## src/rtl/pulse_gen.sv

```systemverilog
// rtl/pulse_gen.sv - triangular-ish DAC pulse generator: linear rise, exponential fall, dead gap.
// Optional periodic self-trigger enabled by macro PULSE_GEN_AUTO_EN.
module pulse_gen #(
   parameter int unsigned RISE_SHIFT  = 2,
   parameter int unsigned TAU_SHIFT   = 4,
   parameter int unsigned DEAD_CYCLES = 16,
   parameter logic [13:0] BASELINE    = 14'd0
) (
   input  logic        CLOCK_100,
   input  logic        rst_n,
   input  logic        start,
   input  logic [13:0] height,
`ifdef PULSE_GEN_AUTO_EN
   input  logic        auto_en,
   input  logic [15:0] period,
`endif
   output logic        busy,
   output logic        pulse_indicator,
   output logic [13:0] da_data
);

   typedef enum logic [1:0] {
      IDLE = 2'd0,
      RISE = 2'd1,
      FALL = 2'd2,
      GAP  = 2'd3
   } state_t;

   localparam logic [15:0] DEAD_LOAD = 16'(DEAD_CYCLES);

   state_t      state_q, state_d;
   logic [13:0] y_q, y_d;
   logic [13:0] height_q, height_d;
   logic [15:0] gap_q, gap_d;
   logic [13:0] da_q, da_d;

   logic [14:0] step;
   logic [14:0] dec;
   logic [14:0] rise_sum;
   logic [14:0] da_sum;
   logic        trig;
   logic        auto_trig;

`ifdef PULSE_GEN_AUTO_EN
   logic [15:0] auto_cnt_q, auto_cnt_d;

   // Free-running interval counter; it keeps counting even when its trigger is dropped while busy.
   always_comb begin
      auto_cnt_d = 16'd0;
      auto_trig  = 1'b0;
      if (auto_en && (period != 16'd0)) begin
         if (auto_cnt_q >= (period - 16'd1)) begin
            auto_cnt_d = 16'd0;
            auto_trig  = 1'b1;
         end else begin
            auto_cnt_d = auto_cnt_q + 16'd1;
         end
      end
   end

   always_ff @(posedge CLOCK_100 or negedge rst_n) begin
      if (!rst_n) begin
         auto_cnt_q <= 16'd0;
      end else begin
         auto_cnt_q <= auto_cnt_d;
      end
   end
`else
   assign auto_trig = 1'b0;
`endif

   assign trig = start | auto_trig;

   // 15-bit datapath so y + step and BASELINE + y can never wrap.
   always_comb begin
      step = {1'b0, (height_q >> RISE_SHIFT)};
      if (step == 15'd0) begin
         step = 15'd1;
      end
      dec = {1'b0, (y_q >> TAU_SHIFT)};
      if (dec == 15'd0) begin
         dec = 15'd1;
      end
      rise_sum = {1'b0, y_q} + step;
      da_sum   = {1'b0, BASELINE} + {1'b0, y_q};
   end

   always_comb begin
      state_d  = state_q;
      y_d      = y_q;
      height_d = height_q;
      gap_d    = gap_q;
      case (state_q)
         IDLE: begin
            if (trig && (height != 14'd0)) begin
               height_d = height;
               y_d      = 14'd0;
               state_d  = RISE;
            end
         end
         RISE: begin
            if (rise_sum >= {1'b0, height_q}) begin
               y_d     = height_q;
               state_d = FALL;
            end else begin
               y_d = rise_sum[13:0];
            end
         end
         FALL: begin
            if ({1'b0, y_q} <= dec) begin
               y_d = 14'd0;
               if (DEAD_CYCLES == 0) begin
                  state_d = IDLE;
               end else begin
                  state_d = GAP;
                  gap_d   = DEAD_LOAD;
               end
            end else begin
               y_d = y_q - dec[13:0];
            end
         end
         GAP: begin
            if (gap_q <= 16'd1) begin
               gap_d   = 16'd0;
               state_d = IDLE;
            end else begin
               gap_d = gap_q - 16'd1;
            end
         end
         default: begin
            state_d = IDLE;
         end
      endcase
   end

   always_comb begin
      da_d = da_sum[14] ? 14'h3FFF : da_sum[13:0];
   end

   always_ff @(posedge CLOCK_100 or negedge rst_n) begin
      if (!rst_n) begin
         state_q  <= IDLE;
         y_q      <= 14'd0;
         height_q <= 14'd0;
         gap_q    <= 16'd0;
         da_q     <= BASELINE;
      end else begin
         state_q  <= state_d;
         y_q      <= y_d;
         height_q <= height_d;
         gap_q    <= gap_d;
         da_q     <= da_d;
      end
   end

   assign busy            = (state_q != IDLE);
   assign pulse_indicator = (state_q == RISE);
   assign da_data         = da_q;

endmodule
```

## config.mk

```make
export PLATFORM = sky130hd
export DESIGN_NAME = pulse_gen
export DESIGN_NICKNAME = d
export VERILOG_FILES = /design/src/rtl/pulse_gen.sv
export SDC_FILE = /design/constraint.sdc
export NUM_CORES = 1
export LEC_CHECK = 0
export CAP_MARGIN = 20
export CELL_PAD_IN_SITES_DETAIL_PLACEMENT = 2
export CELL_PAD_IN_SITES_GLOBAL_PLACEMENT = 2
export CORE_ASPECT_RATIO = 1.1
export CORE_MARGIN = 2
export CORE_UTILIZATION = 30
export DETAILED_ROUTE_END_ITERATION = 8
export GPL_TIMING_DRIVEN = 0
export HOLD_SLACK_MARGIN = 0.03
export PLACE_DENSITY_LB_ADDON = 0.1
export SYNTH_ARGS = -nofsm -noshare
export SYNTH_HDL_FRONTEND = slang
export SYNTH_SLANG_ARGS = --single-unit
```

## constraint.sdc

```tcl
create_clock -name CLOCK_100 -period 5.95 [get_ports CLOCK_100]
set_input_delay 1.785 -clock CLOCK_100 [delete_from_list [all_inputs] [get_ports CLOCK_100]]
set_output_delay 1.785 -clock CLOCK_100 [all_outputs]
set_load 0.02 [all_outputs]
```

; ---- After elaboration in Yosys (flattened, before gate mapping)
; Index checks and enable logic that the tools add are counted.
[op_classes]
n_eq_ne = 7
mux = 14
n_addsub = 3
n_reduce_logical = 12
magnitude_cmp = 3
[ops]
columns = op, n
row1 = 14-bit two-way mux, 3
row2 = 14-bit case mux with 3 select lines, 1
row3 = 16-bit two-way mux, 2
row4 = 16-bit case mux with 2 select lines, 1
row5 = 14-bit logical NOT, 2
row6 = "16-bit by 1-bit less-or-equal comparator with 1-bit output, second input constant", 1
row7 = "16-bit by 1-bit subtractor with 16-bit output, second input constant", 1
row8 = 14-bit by 12-bit adder with 15-bit output, 1
row9 = 15-bit by 14-bit >= comparator with 1-bit output, 1
row10 = 14-bit by 10-bit less-or-equal comparator with 1-bit output, 1
row11 = 14-bit nonzero test, 1
row12 = 14-bit by 10-bit subtractor with 14-bit output, 1
row13 = 12-bit two-way mux, 1
row14 = 10-bit two-way mux, 1
row15 = 2-bit two-way mux, 4
row16 = 2-bit case mux with 4 select lines, 1
row17 = "2-bit inequality test, second input constant", 3
row18 = 2-bit AND reduction, 3
row19 = "2-bit equality test, second input constant", 2
row20 = 4-bit AND reduction, 1
row21 = 2-bit nonzero test, 2
row22 = 3-bit nonzero test, 1
row23 = "2-bit by 1-bit equality test with 1-bit output, second input constant", 1
row24 = 2-bit logical NOT, 1
row25 = other kinds (2), 2
[word_totals]
elab_cells = 44
output_inout_bits = 16
ff_bits = 60

; ---- Logic depth before layout (Yosys ltp)
[logic_depth]
ltp_word = 6
depth_mapped = 21
ltp_nobuf = 20

; ---- Worst setup path after synthesis
; No wires, ideal clock.
[synth_timing]
path_kind = register to register
startpoint = register height_q[3]
endpoint = register y_q[10]
setup_ns = 0.142
required_time_ns = 5.808
n_path_buf = 1
path_stages_with_launch = 21
path_slack_ns = 1.820
arrival_ns = 3.988
cell_sequence = dfrtp_1 nor4_1 nand2_1 o41ai_1 ha_1 inv_1 fa_1 nor2b_1 o31a_1 o2111ai_1 nand3b_1 xor2_1 ha_1 a21oi_1 o21a_1 a2bb2oi_1 o211ai_1 a21oi_4 buf_4 mux2i_1 o221ai_1
[synth_via]
elab_chain_len = 6
[synth_rtl]
columns = element, line_no
row1 = start: declaration, 33  ; logic [13:0] height_q, height_d;
row2 = start signal: assignment, 150  ; height_q <= height_d;
row3 = 14-bit logical NOT, 77  ; if (step == 15'd0) begin
row4 = 12-bit two-way mux, 77
row5 = 14-bit by 12-bit adder with 15-bit output, 84  ; rise_sum = {1'b0, y_q} + step;
row6 = 15-bit by 14-bit >= comparator with 1-bit output, 102  ; if (rise_sum >= {1'b0, height_q}) begin
row7 = 14-bit two-way mux (*), 102
row8 = 14-bit case mux with 3 select lines (*), 93  ; case (state_q)
row9 = end signal: assignment, 149  ; y_q <= y_d;
row10 = end: declaration, 32  ; logic [13:0] y_q, y_d;
; Mark *: on every way between the ends. The rest lies on a longest branch, timed or not.
; A chain may end at the register's enable or synchronous reset.

; ---- Worst setup path after layout
; Same ends and word-level chain as after synthesis.

==> results.json <==
{
  "root_buffer": "clkbuf_16",
  "num_antenna_cells": 0,
  "num_vias": 3674,
  "r2r_end": "y_q[10]",
  "dieArea_mm2": 0.0153,
  "yosys.area.top_type_share_pct": 34.9,
  "numCtsBuffers": 9,
  "drive_above_1_share_pct": 9.25,
  "min_period_ns": 5.40,
  "finalClockSkew_ns": 0.00311,
  "worstHoldPathCells": 0,
  "synth_edf_count": 0,
  "placed_cell_area_mm2": 0.00487,
  "critical-path-max-stage-delay_ns": 0.45,
  "syn-instance-count": 459,
  "synthTopCellsByArea": "dfrtp_1 35%, ha_1 12%, xnor2_1 4.9%",
  "synth_top_cell_by_area": "dfrtp_1",
  "hold_path_class": "flop to flop",
  "grt_max_degree": 61,
  "grt_usage_pct": 18.7,
  "cp-end-kind": "flop",
  "hold_buffers": 0,
  "synth_compound_area_share_pct": 18.2,
  "postSynth.asyncResetShare_pct": 100,
  "cp.required_ns": 6.14,
  "synth_warnings": 0,
  "synth-simple-area-share_pct": 15.5,
  "max_freq_mhz": 185,
  "cts_buffer_depth": 2,
  "gp_congestion": 0.740,
  "synth_fa_ha_area_share_pct": 13.4,
  "min_to": "da_data[13]",
  "syn-mean-instance-area_um2": 9.38,
  "cts_sinks": 60,
  "dp_cells": 680,
  "synth.net_count": 521,
  "finalHoldViolCount": 0,
  "status": "finished, final reports clean",
  "critPathBufInv": 2,
  "viasPerCell": 5.28,
  "nets": 565,
  "grt_pass1_wl_mm": 22.0,
  "syn_to_final_growth_pct": 19.4,
  "cts_setup_buffers": 0,
  "cts_tree": "done",
  "yosysSeqAreaShare_pct": 34.9,
  "crit_fanout": 10,
  "max_slew_margin_pct": 30.1,
  "start_util_pct": 31.0,
  "synth.area.mux_share_pct": 7.29,
  "first_global_vias": 4131,
  "fin_ws_ns": 0.551,
  "first_pass_iters": 4,
  "row_count": 45,
  "die_w_um": 118,
  "final_cells": 696,
  "ys_ff_latch": 60,
  "cts_resized": 0,
  "ctsHtreeMaxLevel": 3,
  "powerDensity_mw_per_mm2": 677,
  "worst-setup-path-type": "flop to flop",
  "synth_xor_area_share_pct": 5.70,
  "maxCapViolCount": 0,
  "drtAntennaViolNets": 0,
  "critPathTopFamily": "compound AO/OA/AOI/OAI gates",
  "worstRegToRegCells": 21,
  "grt_setup_unrepaired": "no",
  "insertion_delay_ns": 0.34,
  "p_leak_nw": 2.31,
  "drc": 0,
  "ioPinCount": 33,
  "cp_cell_sequence": "nor4_1 -> nand2_1 -> o41ai_2 -> ha_1 -> inv_1 -> fa_1 -> nor2b_1 -> o31a_1 -> o2111ai_1 -> nand3_1 -> o211ai_1 -> xnor2_1 -> ha_1 -> a21oi_1 -> o32ai_1 -> nor2_1 -> o211ai_1 -> a21oi_4 -> buf_4 -> mux2i_1 -> o221ai_1",
  "portBuffers": 32,
  "r2r_start": "height_q[3]",
  "setup_viol": 0,
  "design_area_mm2": 0.00514,
  "synthFlopType": "dfrtp_1",
  "path_clk_slew_ns": 0.05,
  "post-dp-hpwl_mm": 10.5,
  "drv_slew": 0,
  "design.core.area_mm2": 0.0139,
  "rrSetupSlack_ns": 0.55,
  "crit_slowest_cell": "dfrtp_1",
  "dp_slack_ns": 0.203,
  "drtIter0Drc": 119,
  "wirelength_mm": 13.3,
  "cp.arrival_ns": 5.59,
  "worst_ir_drop_vdd_v": 0.000195,
  "antenna_found_initial": 0,
  "period_share_pct": 90.7,
  "tightest_slew_ns": 1.04,
  "tns_ns": 0,
  "synth_top_family_by_area": "compound AO/OA/AOI/OAI gates",
  "die_h_um": 130,
  "min-delay-start": "y_q[13]",
  "wl_per_cell_um": 19.1,
  "synth_cell_types": 61,
  "start_kind": "flop",
  "grt-ovfl-total": 0,
  "synth_area_mm2": 0.00431
}
==> cell usage in the layout (no fill, tap or decap), types with 13 or more instances in the layout <==
master,count
dfrtp_1,60
nand3_1,14
a21oi_1,21
xnor2_1,24
nand2_1,37
clkbuf_1,17
inv_1,39
o21ai_0,15
nor2_1,31
mux2i_1,13
mux2_2,15
clkdlybuf4s50_1,31
ha_1,43
==> metal layers <==
metal  vias to the layer above  part of all wire [%]  global-route usage (%)
met5                         -                     0                       0
met4                         0                   1.6                    7.02
met3                        11                   2.1                    2.16
met2                        38                    54                    36.0
met1                      1871                    42                    21.3
li1                       1754                     -                       -
==> stage by stage <==
step / power [mW] / util (%) / hold slack [ns]
3_5_place_dp: 3.04 / 35.0 / 0.456
5_1_grt: 3.81 / 37.0 / 0.498
6_report: 3.48 / 37.0 / 0.460
4_1_cts: 3.55 / 36.9 / 0.466
2_1_floorplan: 2.35 / - / 0.399
3_3_place_gp: 2.96 / 35.0 / 0.449
==> state kept, by name, summed over array words and instances, names as in the netlist <==
signal / cells
da_data: 14
y_q: 14
state_q: 2
gap_q: 16
height_q: 14
==> synth_stat cells, drive strengths merged (8+ instances only) <==
cell type,number
o21ai,17
nand2,38
inv,39
xnor2,24
nor2,31
clkbuf,13
mux2i,13
o221ai,10
nand3,14
mux2,16
a21oi,25
nor4,8
ha,43
nor3,12
dfrtp,60
==> cell families (layout without fill, tap and decap cells) <==
logic type,count (synthesis),in the layout
compound gates,107,107
flops,60,60
fa+ha+maj,45,45
simple gates,134,134
buf+inv,56,105
mux,29,29
xor+xnor,28,28
==> area by class of cell <==
type	count	area [µm²]
fillers	1583	8770
plain buffers	17	70.1
clock buffers	14	254
well taps	188	235
multi-input cells	343	2590
flip-flops and latches	60	1500
repair buffers	33	328
inverters	39	146
clock inverters	2	10.0
==> power by group <==
part	internal [mW]	leakage, nW	switching, mW
registers	0.562	0.782	0.183
clock network	0.292	0.131	0.186
logic	0.953	1.40	1.31
==> worst max-delay path by stage <==
| stage | end | depth (start not counted) | startpoint |
|---|---|---|---|
| after floorplan | y_q[10] | 20 | height_q[3] |
| after global placement | y_q[10] | 21 | height_q[3] |
| after detailed placement | y_q[10] | 21 | height_q[3] |
| after CTS | y_q[10] | 21 | height_q[3] |
| after global routing | y_q[4] | 21 | height_q[7] |
| final | y_q[10] | 21 | height_q[3] |
Note: power is estimated with default switching activity, not from simulation.
